File: src/rtl/dll_rx_acknak_if.sv
// Receive-side link bundle: inbound frame words, released payload and ACK/NAK report.
interface dll_rx_acknak_if;
    logic [15:0] din;
    logic        din_valid;
    logic        sof;
    logic        din_ready;
    logic [15:0] dout;
    logic        dout_valid;
    logic        dout_ready;
    logic [1:0]  ack_nack;
    logic [11:0] ack_seq;

    modport master (
        output din, din_valid, sof, dout_ready,
        input  din_ready, dout, dout_valid, ack_nack, ack_seq
    );

    modport slave (
        input  din, din_valid, sof, dout_ready,
        output din_ready, dout, dout_valid, ack_nack, ack_seq
    );
endinterface

File: src/rtl/dll_rx_acknak.sv
// Data-link receive checker: LCRC-32 and sequence check per frame, in-order payload
// release upstream, one-cycle ACK/NAK pulse with reported sequence number.
module dll_rx_acknak #(
    parameter int unsigned PAYLOAD_WORDS = 7,
    parameter bit          NAK_SUPPRESS  = 1'b1
) (
    input logic             clk,
    input logic             reset_n,
    dll_rx_acknak_if.slave  bus
);
    typedef enum logic [1:0] {S_IDLE, S_RECV, S_CHECK, S_DRAIN} state_t;

    localparam logic [31:0] POLY = 32'h04C1_1DB7;
    localparam int unsigned CW   = $clog2(PAYLOAD_WORDS + 3);
    localparam int unsigned IW   = (PAYLOAD_WORDS > 1) ? $clog2(PAYLOAD_WORDS) : 1;
    localparam logic [CW-1:0] PAY_CNT    = CW'(PAYLOAD_WORDS);
    localparam logic [CW-1:0] CRC_HI_CNT = CW'(PAYLOAD_WORDS + 1);
    localparam logic [CW-1:0] LAST_CNT   = CW'(PAYLOAD_WORDS + 2);
    localparam logic [IW-1:0] LAST_IDX   = IW'(PAYLOAD_WORDS - 1);

    state_t       r_state, w_next;
    logic [CW-1:0] r_cnt;
    logic [IW-1:0] r_rd_idx, w_wr_idx;
    logic [15:0]  r_buf [PAYLOAD_WORDS];
    logic [31:0]  r_crc, r_rx_crc;
    logic [11:0]  r_seq, r_next_seq, r_ack_seq, w_diff;
    logic         r_nak_sched;
    logic [15:0]  r_dout;
    logic         r_dout_valid;
    logic [1:0]   r_ack_nack;
    logic         w_din_ready, w_take, w_xfer;
    logic         w_crc_ok, w_in_order, w_dup, w_nak_allowed;

    function automatic logic [31:0] crc16_step(input logic [31:0] c, input logic [15:0] d);
        logic [31:0] v;
        v = c;
        for (int unsigned i = 0; i < 16; i++) begin
            v = {v[30:0], 1'b0} ^ ((v[31] ^ d[4'(15 - i)]) ? POLY : '0);
        end
        return v;
    endfunction

    // r_cnt holds the index of the next expected word within the frame
    assign w_wr_idx      = IW'(r_cnt - CW'(1));
    assign w_diff        = r_next_seq - r_seq;
    assign w_crc_ok      = (r_crc == r_rx_crc);
    assign w_in_order    = (r_seq == r_next_seq);
    assign w_dup         = (w_diff != '0) && (w_diff <= 12'd2048);
    assign w_nak_allowed = !(NAK_SUPPRESS && r_nak_sched);

    always_ff @(posedge clk) begin
        if (!reset_n) r_state <= S_IDLE;
        else          r_state <= w_next;
    end

    always_comb begin
        w_next = r_state;
        unique case (r_state)
            S_IDLE:  if (w_take && bus.sof) w_next = S_RECV;
            S_RECV:  if (w_take && !bus.sof && r_cnt == LAST_CNT) w_next = S_CHECK;
            S_CHECK: w_next = (w_crc_ok && w_in_order) ? S_DRAIN : S_IDLE;
            S_DRAIN: if (w_xfer && r_rd_idx == LAST_IDX) w_next = S_IDLE;
            default: w_next = S_IDLE;
        endcase
    end

    always_comb begin
        w_din_ready = reset_n && (r_state == S_IDLE || r_state == S_RECV);
        w_take      = bus.din_valid && w_din_ready;
        w_xfer      = (r_state == S_DRAIN) && r_dout_valid && bus.dout_ready;
    end

    always_ff @(posedge clk) begin
        if (r_state == S_RECV && w_take && !bus.sof && r_cnt <= PAY_CNT)
            r_buf[w_wr_idx] <= bus.din;
    end

    always_ff @(posedge clk) begin
        if (!reset_n) begin
            r_cnt        <= '0;
            r_rd_idx     <= '0;
            r_crc        <= '1;
            r_rx_crc     <= '0;
            r_seq        <= '0;
            r_next_seq   <= '0;
            r_ack_seq    <= '0;
            r_nak_sched  <= 1'b0;
            r_dout       <= '0;
            r_dout_valid <= 1'b0;
            r_ack_nack   <= 2'b00;
        end else begin
            r_ack_nack <= 2'b00;
            unique case (r_state)
                S_IDLE, S_RECV: begin
                    if (w_take && bus.sof) begin
                        r_seq <= bus.din[11:0];
                        r_crc <= crc16_step('1, bus.din);
                        r_cnt <= CW'(1);
                    end else if (w_take && r_state == S_RECV) begin
                        r_cnt <= r_cnt + CW'(1);
                        if (r_cnt <= PAY_CNT)
                            r_crc <= crc16_step(r_crc, bus.din);
                        else if (r_cnt == CRC_HI_CNT)
                            r_rx_crc[31:16] <= bus.din;
                        else
                            r_rx_crc[15:0] <= bus.din;
                    end
                end
                S_CHECK: begin
                    if (w_crc_ok && w_in_order) begin
                        r_ack_nack   <= 2'b01;
                        r_ack_seq    <= r_seq;
                        r_next_seq   <= r_next_seq + 12'd1;
                        r_nak_sched  <= 1'b0;
                        r_dout       <= r_buf[0];
                        r_dout_valid <= 1'b1;
                        r_rd_idx     <= '0;
                    end else if (w_crc_ok && w_dup) begin
                        r_ack_nack <= 2'b01;
                        r_ack_seq  <= r_next_seq - 12'd1;
                    end else begin
                        if (w_nak_allowed) begin
                            r_ack_nack <= 2'b10;
                            r_ack_seq  <= r_next_seq - 12'd1;
                        end
                        r_nak_sched <= 1'b1;
                    end
                end
                S_DRAIN: begin
                    if (w_xfer) begin
                        if (r_rd_idx == LAST_IDX) begin
                            r_dout_valid <= 1'b0;
                        end else begin
                            r_dout   <= r_buf[r_rd_idx + 1'b1];
                            r_rd_idx <= r_rd_idx + 1'b1;
                        end
                    end
                end
                default: ;
            endcase
        end
    end

    assign bus.din_ready  = w_din_ready;
    assign bus.dout       = r_dout;
    assign bus.dout_valid = r_dout_valid;
    assign bus.ack_nack   = r_ack_nack;
    assign bus.ack_seq    = r_ack_seq;
endmodule

File: src/flat_wrapper.sv
// flat-port wrapper written by rule: the top's interface ports become plain ports
module dll_rx_acknak_flat 
#(
    parameter int unsigned PAYLOAD_WORDS = 7,
    parameter bit          NAK_SUPPRESS  = 1'b1
)
  (clk, reset_n, bus_din, bus_din_valid, bus_sof, bus_dout_ready, bus_din_ready, bus_dout, bus_dout_valid, bus_ack_nack, bus_ack_seq);
  dll_rx_acknak_if bus_i ();
  input logic clk;
  input logic reset_n;
  input wire logic [$bits(bus_i.din)-1:0] bus_din;
  input wire logic [$bits(bus_i.din_valid)-1:0] bus_din_valid;
  input wire logic [$bits(bus_i.sof)-1:0] bus_sof;
  input wire logic [$bits(bus_i.dout_ready)-1:0] bus_dout_ready;
  output wire logic [$bits(bus_i.din_ready)-1:0] bus_din_ready;
  output wire logic [$bits(bus_i.dout)-1:0] bus_dout;
  output wire logic [$bits(bus_i.dout_valid)-1:0] bus_dout_valid;
  output wire logic [$bits(bus_i.ack_nack)-1:0] bus_ack_nack;
  output wire logic [$bits(bus_i.ack_seq)-1:0] bus_ack_seq;
  assign bus_i.din = bus_din;
  assign bus_i.din_valid = bus_din_valid;
  assign bus_i.sof = bus_sof;
  assign bus_i.dout_ready = bus_dout_ready;
  assign bus_din_ready = bus_i.din_ready;
  assign bus_dout = bus_i.dout;
  assign bus_dout_valid = bus_i.dout_valid;
  assign bus_ack_nack = bus_i.ack_nack;
  assign bus_ack_seq = bus_i.ack_seq;
  dll_rx_acknak #(.PAYLOAD_WORDS(PAYLOAD_WORDS), .NAK_SUPPRESS(NAK_SUPPRESS)) u_core (.clk(clk), .reset_n(reset_n), .bus(bus_i));
endmodule
File: config.mk
export PLATFORM = sky130hd
export DESIGN_NAME = dll_rx_acknak_flat
export DESIGN_NICKNAME = d
export VERILOG_FILES = /design/src/rtl/dll_rx_acknak_if.sv /design/src/rtl/dll_rx_acknak.sv /design/src/flat_wrapper.sv
export SDC_FILE = /design/constraint.sdc
export NUM_CORES = 1
export LEC_CHECK = 0
export ABC_CLOCK_PERIOD_IN_PS = 4450
export CORE_UTILIZATION = 38
export DETAILED_ROUTE_END_ITERATION = 12
export PLACE_DENSITY = 0.57
export SYNTH_ARGS = -nofsm -noshare
export SYNTH_HDL_FRONTEND = slang
export SYNTH_SLANG_ARGS = --single-unit
File: constraint.sdc
create_clock -name clk -period 4.45 [get_ports clk]
set_input_delay 0.6675 -clock clk [delete_from_list [all_inputs] [get_ports clk]]
set_output_delay 0.6675 -clock clk [all_outputs]
set_load 0.05 [all_outputs]
* Word-level counts from Yosys, hierarchy flattened
Memories as Yosys holds them, arrays and structs flattened.
Index checks and enable logic that the tools add are counted.
** Operators by class
- Muxes and demuxes :: 64
- Equal/unequal tests :: 17
- Bitwise operators :: 68
- Order comparisons :: 2
- $add $sub $neg :: 6
- Reduce and logical (&&, ||, !) cells :: 35
** Operators by type and width (count)
- XOR 32 bit :: 31
- two-way mux 27 bit :: 32
- two-way mux 32 bit :: 3
- two-way mux 16 bit :: 3
- two-way mux 12 bit :: 3
- == test 32 bit :: 1
- one-hot mux 16 bit (2 select lines) :: 1
- inverter 31 bit :: 1
- XOR 1 bit :: 31
- logical AND 1 bit :: 14
- adder 12 x 1 -> 12 bit (second input constant) :: 1
- == test 12 bit :: 1
- <= comparator 12 bit (second input constant) :: 1
- != test 2 x 1 -> 1 bit (second input constant) :: 6
- AND reduction 2 bit :: 6
- nonzero test 12 bit :: 1
- subtractor 12 x 1 -> 12 bit (second input constant) :: 1
- subtractor 12 bit :: 1
- two-way mux 2 bit :: 5
- AND reduction 5 bit :: 2
- two-way mux 1 bit :: 9
- two-way mux 3 bit :: 3
- == test 4 bit (second input constant) :: 2
- two-way mux 4 bit :: 2
- other kinds (21) :: 31
** Storage, ports and cells
- Input bits :: 21
- Register bits :: 129
- Memory bits (writable) :: 112
- Memories :: 1
** Memories
- u_core.r_buf :: depth 7, width 16, rd ports 2, clocked after Yosys merged registers in 0, write ports 1, RTL line dll_rx_acknak.sv:24 : logic [15:0] r_buf [PAYLOAD_WORDS];

* Longest topological paths before layout
Gate-level depths: netlist (run 1).
- Depth in word-level cells :: 51
- Gate-level depth with buffers :: 13
- Mapped depth without buffers :: 11

* Worst setup path after synthesis (run 1)
Ideal clock, no wire load.
- Path type :: in2reg
- Start :: input port reset_n
- End :: memory u_core.r_buf[3][0] (enable)
- Setup time :: 0.409 ns
- Path slack :: 0.344 ns
- Data arrival time :: 3.697 ns
- Cell stages on the path :: 8
- Data required time :: 4.041 ns
- Cells stage by stage :: clkbuf_1 -> nor2b_1 -> and2_1 -> clkbuf_1 -> nand2b_1 -> nor2_1 -> nand3_1 -> nor3_1
** On the way
- Word-level cells in the longest chain between the ends :: 7
** RTL lines
- from (decl) :: RTL line flat_wrapper.sv:10 : input logic reset_n;
- logical AND 1 bit :: RTL line dll_rx_acknak.sv:68 : w_din_ready = reset_n && (r_state == S_IDLE || r_state == S_RECV);
- via bus_din_ready :: RTL line flat_wrapper.sv:15 : output wire logic [$bits(bus_i.din_ready)-1:0] bus_din_ready;
- logical AND 1 bit :: RTL line dll_rx_acknak.sv:69 : w_take = bus.din_valid && w_din_ready;
- logical AND 1 bit (3 in a row) :: RTL line dll_rx_acknak.sv:74 : if (r_state == S_RECV && w_take && !bus.sof && r_cnt <= PAY_CNT)
- two-way mux 1 bit :: RTL line dll_rx_acknak.sv:74
- two-way mux 1 bit (implied by the code) :: RTL line dll_rx_acknak.sv:75 : r_buf[w_wr_idx] <= bus.din;
- to (decl) :: RTL line dll_rx_acknak.sv:24
The timed path passes the listed nets, and every way through them passes these cells.

* Worst setup path after layout (run 1)
- Start :: register u_core.r_next_seq[3]
- End :: register u_core.r_ack_seq[9], in the netlist u_core.bus.ack_seq[9]
** On the way
- Word-level cells in the longest chain between the ends :: 6
** RTL lines
- from (decl) :: RTL line dll_rx_acknak.sv:26 : logic [11:0] r_seq, r_next_seq, r_ack_seq, w_diff;
- from (signal assigned) :: RTL line dll_rx_acknak.sv:113 : r_next_seq <= r_next_seq + 12'd1;
- subtractor 12 bit :: RTL line dll_rx_acknak.sv:45 : assign w_diff = r_next_seq - r_seq;
- <= comparator 12 bit or nonzero test 12 bit (tied branches) :: RTL line dll_rx_acknak.sv:48 : assign w_dup = (w_diff != '0) && (w_diff <= 12'd2048);
- logical AND 1 bit :: RTL line dll_rx_acknak.sv:48
- logical AND 1 bit :: RTL line dll_rx_acknak.sv:118 : end else if (w_crc_ok && w_dup) begin
- != test 3 bit (no source line) or two-way mux 12 bit (tied branches)
- AND reduction 2 bit (no source line) or two-way mux 12 bit (tied branches)
- to (signal assigned) :: RTL line dll_rx_acknak.sv:112 : r_ack_seq <= r_seq;
- to (signal assigned) :: RTL line dll_rx_acknak.sv:120 : r_ack_seq <= r_next_seq - 12'd1;
- to (signal assigned) :: RTL line dll_rx_acknak.sv:124 : r_ack_seq <= r_next_seq - 12'd1;
- to (decl) :: RTL line dll_rx_acknak.sv:26
Parallel ways exist; a longest one is shown, timed or not. The select of a mux whose other input is x is not followed.
A chain may end at the register's enable or synchronous reset.

==> report_table.html, run 1 <==
<table>
<tr><th>Metric</th><th>Value</th></tr>
<tr><th colspan="2">Run status</th></tr>
<tr><td>Run status</td><td>completed</td></tr>
<tr><th colspan="2">Yosys</th></tr>
<tr><td>Post-synthesis instance total</td><td>1,308</td></tr>
<tr><td>Yosys Warn Count</td><td>0</td></tr>
<tr><td>Async set or reset register ratio after synthesis</td><td>0</td></tr>
<tr><td>Share of the yosys chip area belonging to registers</td><td>0.433</td></tr>
<tr><td>Most area-consuming cells after synthesis</td><td>edfxtp_1 24%, dfxtp_1 19%, xnor2_1 13%</td></tr>
<tr><td>Primary FF master, synth</td><td>dfxtp_1</td></tr>
<tr><td>Fraction of post-synthesis cell area in the top cell type by area</td><td>0.245</td></tr>
<tr><td>Cell taking the most area after synthesis</td><td>edfxtp_1</td></tr>
<tr><td>EDFF count, synth</td><td>112</td></tr>
<tr><td>Avg Cell Area, Syn</td><td>10.5 sq um</td></tr>
<tr><td>Register bit count reported by yosys</td><td>241</td></tr>
<tr><td>Synth Net Count</td><td>1,347</td></tr>
<tr><td>Netlist area before placement</td><td>0.0137 sq mm</td></tr>
<tr><td>Synth unique cells</td><td>65</td></tr>
<tr><th colspan="2">Global route</th></tr>
<tr><td>Total routing usage reported by global routing</td><td>0.209</td></tr>
<tr><td>Sum of overflow across all layers after global routing</td><td>0</td></tr>
<tr><td>Wire length of the first global-routing pass</td><td>57.5 mm</td></tr>
<tr><td>Antenna violations before repair</td><td>0</td></tr>
<tr><td>Vias in the first global route</td><td>9,390</td></tr>
<tr><td>Pin count of the biggest net entering global routing</td><td>77</td></tr>
<tr><th colspan="2">Pwr</th></tr>
<tr><td>Internal power component</td><td>6.77 mW</td></tr>
<tr><td>LEAKAGE</td><td>5.50 nW</td></tr>
<tr><td>Share of power burned in registers</td><td>0.231</td></tr>
<tr><td>Worst vdd ir</td><td>1.38 mV</td></tr>
<tr><td>Clk network pwr share</td><td>0.217</td></tr>
<tr><td>Comb pwr share</td><td>0.552</td></tr>
<tr><td>Sw Pwr</td><td>4.28 mW</td></tr>
<tr><td>Fraction of power spent switching nets</td><td>0.387</td></tr>
<tr><td>Power per cell area</td><td>700 mW/mm^2</td></tr>
<tr><th colspan="2">Clock tree</th></tr>
<tr><td>Number of gates resized after CTS</td><td>0</td></tr>
<tr><td>Quantity of hold-fixing buffers added after cts</td><td>0</td></tr>
<tr><td>H-tree level count</td><td>1</td></tr>
<tr><td>Bufs on Longest Clock Path</td><td>3</td></tr>
<tr><td>Root buffer cell</td><td>clkbuf_16</td></tr>
<tr><td>Number of clock sinks seen by CTS</td><td>241</td></tr>
<tr><td>Post-CTS Setup Repair Bufs</td><td>0</td></tr>
<tr><td>Clock Latency Late Sink</td><td>580 ps</td></tr>
<tr><td>TritonCTS clock tree</td><td>done</td></tr>
<tr><td>Num CTS Buffers</td><td>28</td></tr>
<tr><td>Clock transition at path regs</td><td>60 ps</td></tr>
<tr><th colspan="2">Worst setup path</th></tr>
<tr><td>Crit start category</td><td>register</td></tr>
<tr><td>CP dominant cell by count</td><td>nand2_1</td></tr>
<tr><td>CP endpoint kind</td><td>register</td></tr>
<tr><td>Arrival time worst endpoint</td><td>4140 ps</td></tr>
<tr><td>Required time of the critical path</td><td>4940 ps</td></tr>
<tr><td>Max stage delay on crit path</td><td>620 ps</td></tr>
<tr><td>Worst Path Class, Setup</td><td>register to register</td></tr>
<tr><td>Worst path bufs/invs</td><td>0</td></tr>
<tr><td>Worst path slowest cell</td><td>nand4_1</td></tr>
<tr><td>Category of cells accounting for the largest share of critical-path delay</td><td>simple AND/OR/NAND/NOR gates</td></tr>
<tr><td>Crit-path cells</td><td>ha_1, nand2_1, o21bai_1, a21o_1, nand2_1, mux2_1, a311o_1, or4_1, nand4_1, mux2i_1</td></tr>
<tr><td>Maximum fanout along the worst path</td><td>12</td></tr>
<tr><th colspan="2">Detailed routing</th></tr>
<tr><td>Iteration-0 DRC Markers</td><td>699</td></tr>
<tr><td>Routed Wire Length</td><td>37.8 mm</td></tr>
<tr><td>First-pass DRT Iterations</td><td>5</td></tr>
<tr><td>Routed vias</td><td>9,576</td></tr>
<tr><td>Routed vias/inst</td><td>5.21</td></tr>
<tr><td>Routed wirelength normalized by instance count</td><td>20.6 microns</td></tr>
<tr><td>Final ANT Viol Nets</td><td>0</td></tr>
<tr><td>Drc violations</td><td>0</td></tr>
<tr><th colspan="2">Timing</th></tr>
<tr><td>Shortest period the worst path allows</td><td>3650 ps</td></tr>
<tr><td>Count of final hold-check violations</td><td>0</td></tr>
<tr><td>F_max</td><td>274 MHz</td></tr>
<tr><td>Final sum of negative setup slack</td><td>0 ps</td></tr>
<tr><td>Number of failing setup endpoints in the final timing report</td><td>0</td></tr>
<tr><td>Fin. max-slew vios</td><td>0</td></tr>
<tr><td>Worst slew margin relative to its limit</td><td>0.374</td></tr>
<tr><td>Clock skew after layout</td><td>31.8 ps</td></tr>
<tr><td>Measured slew at the worst slew-check pin</td><td>936 ps</td></tr>
<tr><td>Tcrit/Tclk final</td><td>0.820</td></tr>
<tr><td>Setup repair after global routing missed its margin</td><td>false</td></tr>
<tr><th colspan="2">Job</th></tr>
<tr><td>Max-capacitance violation count</td><td>0</td></tr>
<tr><th colspan="2">Floorplanning</th></tr>
<tr><td>Placeable core region</td><td>0.0356 sq mm</td></tr>
<tr><td>DIE AREA</td><td>0.0369 sq mm</td></tr>
<tr><td>Top-Level Pins</td><td>53</td></tr>
<tr><td>Overall die width</td><td>192 microns</td></tr>
<tr><td>Die height</td><td>192 microns</td></tr>
<tr><td>Effective utilization at floorplan</td><td>0.386</td></tr>
<tr><td>Core Rows</td><td>69</td></tr>
<tr><th colspan="2">Layout</th></tr>
<tr><td>Total area of multi-input combinational cells</td><td>0.00730 sq mm</td></tr>
<tr><td># nets final</td><td>1,394</td></tr>
<tr><td>Number of fill cells</td><td>3,398</td></tr>
<tr><td>Share of post-route cells with drive strength above 1</td><td>0.118</td></tr>
<tr><td>Finished Core Util</td><td>0.444</td></tr>
<tr><td>Antenna Diode Count</td><td>0</td></tr>
<tr><td>Area growth, synth to finish</td><td>15.1%</td></tr>
<tr><td>FF+latch area</td><td>0.00595 sq mm</td></tr>
<tr><th colspan="2">Place</th></tr>
<tr><td>Weighted congestion reported at the end of routability-driven placement</td><td>0.942</td></tr>
<tr><td>Post-detailed-placement half-perimeter wirelength</td><td>26.2 mm</td></tr>
<tr><td>Count of buffers inserted at the top-level ports</td><td>52</td></tr>
<tr><th colspan="2">Worst hold path</th></tr>
<tr><td>HP Class</td><td>register to register</td></tr>
</table>
path summary, 6_finish.rpt:
path	from	endpoint	slack, ps	cells past startpoint
min	u_core.r_seq[2]	u_core.r_seq[2]	470	2
min reg2reg	u_core.r_seq[2]	u_core.r_seq[2]	470	2
max reg2reg	u_core.r_next_seq[3]	u_core.bus.ack_seq[9]	800	10
max	u_core.r_next_seq[3]	u_core.bus.ack_seq[9]	800	10
Yosys cell counts, drive strengths merged (3+ instances only):
master,number
o311ai,3
a21boi,33
buf,18
nor2b,39
nand2,135
nor3,31
mux4,16
nor4,7
ha,18
or4,5
mux2i,44
xor2,60
a211oi,49
xnor2,227
o21ai,47
xnor3,11
nand4,16
and3,5
o21a,4
and2,15
and4,4
edfxtp,112
dfxtp,129
clkbuf,66
nand3b,3
inv,24
nor2,92
nand3,22
a21oi,33
o211ai,10
nand2b,6
metrics by stage:
| step | cells | worst slack (ps) | total power [mW] | area (sq um) | hold slack, ps |
|---|---|---|---|---|---|
| final | 1838 | 799 | 11.1 | 15800 | 465 |
| after global routing | 1838 | 594 | 11.6 | 15800 | 487 |
| after CTS | 1838 | 780 | 11.1 | 15800 | 467 |
| after detailed placement | 1786 | 533 | 8.63 | 14800 | 459 |
| after global placement | 1786 | 527 | 8.68 | 14800 | 448 |
| after floorplan | 1308 | 344 | 7.44 | 13700 | 443 |
power by group through the flow:
stage | logic, mW | clock network, mW | registers (mW)
2_1_floorplan | 4.89 | 0 | 2.55
3_5_place_dp | 6.03 | 0 | 2.60
4_1_cts | 6.09 | 2.44 | 2.55
5_1_grt | 6.54 | 2.53 | 2.57
6_report | 6.10 | 2.39 | 2.56
3_3_place_gp | 6.08 | 0 | 2.61
registers in the layout (all words and copies together) (netlist names):
register / cells
u_core.r_crc: 32
u_core.r_state: 2
u_core.r_seq: 12
u_core.bus.ack_seq: 12
u_core.r_next_seq: 12
u_core.r_rx_crc: 32
u_core.r_nak_sched: 1
u_core.r_cnt: 4
u_core.bus.dout_valid: 1
u_core.bus.ack_nack: 2
u_core.r_rd_idx: 3
u_core.bus.dout: 16
u_core.r_buf: 112
kinds of logic after synthesis:
logic type      synth area share
compound gates            0.0959
mux                       0.0591
xor+xnor                   0.228
simple gates               0.129
buf+inv                   0.0383
fa+ha+maj                 0.0164
flops                      0.433
cell type report:
cell class,instances,area share
Multi-Input combinational cell,957,0.462
Sequential cell,241,0.376
Timing Repair Buffer,103,0.0578
Clock buffer,31,0.0457
Tap cell,461,0.0365
Clock inverter,21,0.0157
Inverter,24,0.00570
layer usage:
layer / wire length [microns] / vias to the layer above / track usage
met4: 1100 / 0 / 0.0651
met3: 1570 / 52 / 0.0287
met2: 17700 / 216 / 0.345
met5: 0 / - / 0
li1: - / 4610 / -
met1: 17400 / 4698 / 0.282
cell usage in the layout (no fill, tap or decap), drive strengths merged, types with 39 or more instances in the layout:
| cell | instances |
|---|---|
| xnor2 | 227 |
| nand2 | 135 |
| dfxtp | 129 |
| edfxtp | 112 |
| nor2 | 92 |
| xor2 | 60 |
| buf | 52 |
| clkdlybuf4s50 | 51 |
| a211oi | 49 |
| o21ai | 47 |
| mux2i | 44 |
| nor2b | 39 |
worst register-to-register path: cells and delay by family (launching register included):
kind / cells / cell delay (ps)
compound gates: 3 / 750
flops: 1 / 580
simple gates: 4 / 1300
fa+ha+maj: 1 / 370
mux: 2 / 580
(Power assumes the default switching activity.)
==> run 2, diff against run 1 <==
--- a/config.mk
+++ b/config.mk
@@ -5,7 +5,7 @@
 export SDC_FILE = /design/constraint.sdc
 export NUM_CORES = 1
 export LEC_CHECK = 0
-export ABC_CLOCK_PERIOD_IN_PS = 4450
+export ABC_CLOCK_PERIOD_IN_PS = 3800
 export CORE_UTILIZATION = 38
 export DETAILED_ROUTE_END_ITERATION = 12
 export PLACE_DENSITY = 0.57
==> constraint.sdc (replaced) <==
create_clock -name clk -period 3.8 [get_ports clk]
set_input_delay 0.57 -clock clk [delete_from_list [all_inputs] [get_ports clk]]
set_output_delay 0.57 -clock clk [all_outputs]
set_load 0.05 [all_outputs]
==> run 2 against run 1 <==
Effect of this change: clock power is 13% higher; final area is 2.0% higher; critical path depth is 1 higher; register-to-register slack worse by 290 ps; sequential power is 16% higher.
==> report_table.html, run 2 (synthesis results as in run 1) <==
<table>
<tr><th>Metric</th><th>Value</th></tr>
<tr><th colspan="2">Timing</th></tr>
<tr><td>Tcrit/Tclk final</td><td>0.865</td></tr>
<tr><td>Clock skew after layout</td><td>10.2 ps</td></tr>
<tr><td>Measured slew at the worst slew-check pin</td><td>919 ps</td></tr>
<tr><td>Fin Hold WS</td><td>456 ps</td></tr>
<tr><td>Shortest period the worst path allows</td><td>3290 ps</td></tr>
<tr><td>Count of final hold-check violations</td><td>0</td></tr>
<tr><td>Post-route setup slack</td><td>513 ps</td></tr>
<tr><td>Setup repair after global routing missed its margin</td><td>false</td></tr>
<tr><td>Worst slew margin relative to its limit</td><td>0.387</td></tr>
<tr><td>Number of failing setup endpoints in the final timing report</td><td>0</td></tr>
<tr><td>F_max</td><td>304 MHz</td></tr>
<tr><td>Fin. max-slew vios</td><td>0</td></tr>
<tr><td>Final sum of negative setup slack</td><td>0 ps</td></tr>
<tr><th colspan="2">Clock tree</th></tr>
<tr><td>TritonCTS clock tree</td><td>done</td></tr>
<tr><td>Quantity of hold-fixing buffers added after cts</td><td>0</td></tr>
<tr><td>Number of clock sinks seen by CTS</td><td>241</td></tr>
<tr><td>Number of gates resized after CTS</td><td>0</td></tr>
<tr><td>Root buffer cell</td><td>clkbuf_16</td></tr>
<tr><td>Clock Latency Late Sink</td><td>550 ps</td></tr>
<tr><td>Clock transition at path regs</td><td>60 ps</td></tr>
<tr><td>Bufs on Longest Clock Path</td><td>3</td></tr>
<tr><td>H-tree level count</td><td>1</td></tr>
<tr><td>Num CTS Buffers</td><td>27</td></tr>
<tr><td>Post-CTS Setup Repair Bufs</td><td>0</td></tr>
<tr><th colspan="2">Layout</th></tr>
<tr><td>Area growth, synth to finish</td><td>17.3%</td></tr>
<tr><td>Number of fill cells</td><td>3,312</td></tr>
<tr><td>Total area of multi-input combinational cells</td><td>0.00730 sq mm</td></tr>
<tr><td>Antenna Diode Count</td><td>0</td></tr>
<tr><td>FF+latch area</td><td>0.00595 sq mm</td></tr>
<tr><td>Share of post-route cells with drive strength above 1</td><td>0.146</td></tr>
<tr><td>Number of standard cells in the layout, taps in and fillers out</td><td>1,882</td></tr>
<tr><td>Number of flip-flops in the largest register</td><td>112</td></tr>
<tr><td>Top register by number of flip-flops</td><td>u_core.r_buf</td></tr>
<tr><td>Most frequent cells in the layout</td><td>201 x xnor2_1, 134 x nand2_1, 128 x dfxtp_1</td></tr>
<tr><td># nets final</td><td>1,439</td></tr>
<tr><td>Registers with the most flip-flops</td><td>u_core.r_buf (112), u_core.r_crc (32), u_core.r_rx_crc (32)</td></tr>
<tr><td>Most common cell after layout, fill and taps aside</td><td>xnor2_1</td></tr>
<tr><th colspan="2">Worst hold path</th></tr>
<tr><td>Hold wc startpoint</td><td>u_core.bus.ack_seq[7]</td></tr>
<tr><td>HP Class</td><td>register to register</td></tr>
<tr><th colspan="2">Pwr</th></tr>
<tr><td>LEAKAGE</td><td>5.71 nW</td></tr>
<tr><td>Worst vdd ir</td><td>0.900 mV</td></tr>
<tr><td>Power per cell area</td><td>796 mW/mm^2</td></tr>
<tr><th colspan="2">Job</th></tr>
<tr><td>Max-capacitance violation count</td><td>0</td></tr>
<tr><th colspan="2">Global route</th></tr>
<tr><td>Vias in the first global route</td><td>9,535</td></tr>
<tr><td>Wire length of the first global-routing pass</td><td>57.2 mm</td></tr>
<tr><td>Sum of overflow across all layers after global routing</td><td>0</td></tr>
<tr><td>Antenna violations before repair</td><td>0</td></tr>
<tr><td>Total routing usage reported by global routing</td><td>0.206</td></tr>
<tr><td>Pin count of the biggest net entering global routing</td><td>79</td></tr>
<tr><th colspan="2">Detailed routing</th></tr>
<tr><td>Routed wirelength normalized by instance count</td><td>19.7 microns</td></tr>
<tr><td>Drc violations</td><td>0</td></tr>
<tr><td>Routed vias/inst</td><td>5.17</td></tr>
<tr><td>Routed Wire Length</td><td>37.2 mm</td></tr>
<tr><td>First-pass DRT Iterations</td><td>5</td></tr>
<tr><td>Iteration-0 DRC Markers</td><td>849</td></tr>
<tr><td>Final ANT Viol Nets</td><td>0</td></tr>
<tr><td>Routed vias</td><td>9,721</td></tr>
<tr><th colspan="2">Worst setup path</th></tr>
<tr><td>Crit-path cells</td><td>ha_1, nor2b_1, o21bai_1, a21o_1, nand2_1, mux2_1, a311o_1, or4_1, nand4_1, buf_4, mux2i_1</td></tr>
<tr><td>Start point of the critical path</td><td>u_core.r_next_seq[1]</td></tr>
<tr><td>Worst path slowest cell</td><td>dfxtp_1</td></tr>
<tr><td>Worst reg2reg startpoint</td><td>u_core.r_next_seq[1]</td></tr>
<tr><td>Max stage delay on crit path</td><td>490 ps</td></tr>
<tr><td>Required time of the critical path</td><td>4280 ps</td></tr>
<tr><td>Worst Path Class, Setup</td><td>register to register</td></tr>
<tr><td>Maximum fanout along the worst path</td><td>12</td></tr>
<tr><td>Crit start category</td><td>register</td></tr>
<tr><td>Arrival time worst endpoint</td><td>3760 ps</td></tr>
<tr><td>CP endpoint kind</td><td>register</td></tr>
<tr><th colspan="2">Floorplanning</th></tr>
<tr><td>DIE AREA</td><td>0.0369 sq mm</td></tr>
<tr><td>Top-Level Pins</td><td>53</td></tr>
<tr><td>Placeable core region</td><td>0.0356 sq mm</td></tr>
<tr><td>Effective utilization at floorplan</td><td>0.386</td></tr>
<tr><td>Core Rows</td><td>69</td></tr>
<tr><td>Die height</td><td>192 microns</td></tr>
<tr><td>Overall die width</td><td>192 microns</td></tr>
<tr><th colspan="2">Place</th></tr>
<tr><td>Weighted congestion reported at the end of routability-driven placement</td><td>0.915</td></tr>
<tr><td>Count of buffers inserted at the top-level ports</td><td>52</td></tr>
<tr><td>Worst-case setup slack after placement</td><td>65.5 ps</td></tr>
<tr><td>Post-detailed-placement half-perimeter wirelength</td><td>26.5 mm</td></tr>
<tr><td>Cell count after placement</td><td>1,832</td></tr>
<tr><th colspan="2">Run status</th></tr>
<tr><td>Run status</td><td>completed</td></tr>
</table>
## run 2: changes by cell type in the layout (fill, tap and decap cells not counted)
cell and change:
buf_4 +45, clkinv_1 -2, buf_12 +1, clkinvlp_4 -1
clkinv_16 -1, clkbuf_16 -1, inv_6 -1, clkinv_4 -3
clkinv_2 +3, clkbuf_1 +2, inv_16 +1, clkbuf_8 +1
## run 2: cell type report
cell class | instances | area share
Timing Repair Buffer | 149 | 0.0789
Sequential cell | 241 | 0.369
Inverter | 24 | 0.00559
Clock inverter | 17 | 0.0126
Multi-Input combinational cell | 957 | 0.453
Clock buffer | 33 | 0.0446
Tap cell | 461 | 0.0358
## run 2: worst paths after layout
| path | endpoint | slack [ps] | depth (start not counted) |
|---|---|---|---|
| min reg2reg | u_core.bus.ack_seq[7] | 460 | 2 |
| max | u_core.bus.ack_seq[11] | 510 | 11 |
| min | u_core.bus.ack_seq[7] | 460 | 2 |
| max reg2reg | u_core.bus.ack_seq[11] | 510 | 11 |
## run 2: power breakdown
part | switching [mW] | total, mW | internal, mW | leakage [nW]
clock network | 1.08 | 2.70 | 1.62 | 0.453
registers | 0.163 | 2.98 | 2.81 | 2.05
logic | 3.64 | 7.14 | 3.50 | 3.21
## run 2: critical path, delay by kind of cell (launching register included)
kind	cells	cell delay (ps)
AO/OA/AOI/OAI	3	820
adder cells (fa/ha/maj)	1	310
buffers and inverters	1	240
flip-flops	1	490
multiplexers	2	540
AND/OR/NAND/NOR	4	820
## run 2: per-layer routing
| metal | up-vias | GRT usage | part of all wire |
|---|---|---|---|
| met4 | 0 | 0.0633 | 0.030 |
| met1 | 4703 | 0.289 | 0.47 |
| met5 | - | 0 | 0 |
| li1 | 4703 | - | - |
| met3 | 61 | 0.0298 | 0.051 |
| met2 | 254 | 0.327 | 0.45 |
## run 2: through the flow
step / instance area, sq um / total power [mW] / util
after detailed placement: 15200 / 10.1 / 0.427
final: 16100 / 12.8 / 0.453
after CTS: 16100 / 12.8 / 0.453
after floorplan: 13700 / 8.71 / -
after global routing: 16100 / 13.5 / 0.453
after global placement: 15200 / 10.1 / 0.427
==> run 3, diff against run 2 <==
--- a/config.mk
+++ b/config.mk
@@ -9,6 +9,7 @@
 export CORE_UTILIZATION = 38
 export DETAILED_ROUTE_END_ITERATION = 12
 export PLACE_DENSITY = 0.57
+export SLEW_MARGIN = 10
 export SYNTH_ARGS = -nofsm -noshare
 export SYNTH_HDL_FRONTEND = slang
 export SYNTH_SLANG_ARGS = --single-unit
==> results of run 3 <==
No change in the layout: final DEF, timing and power equal those of run 2.
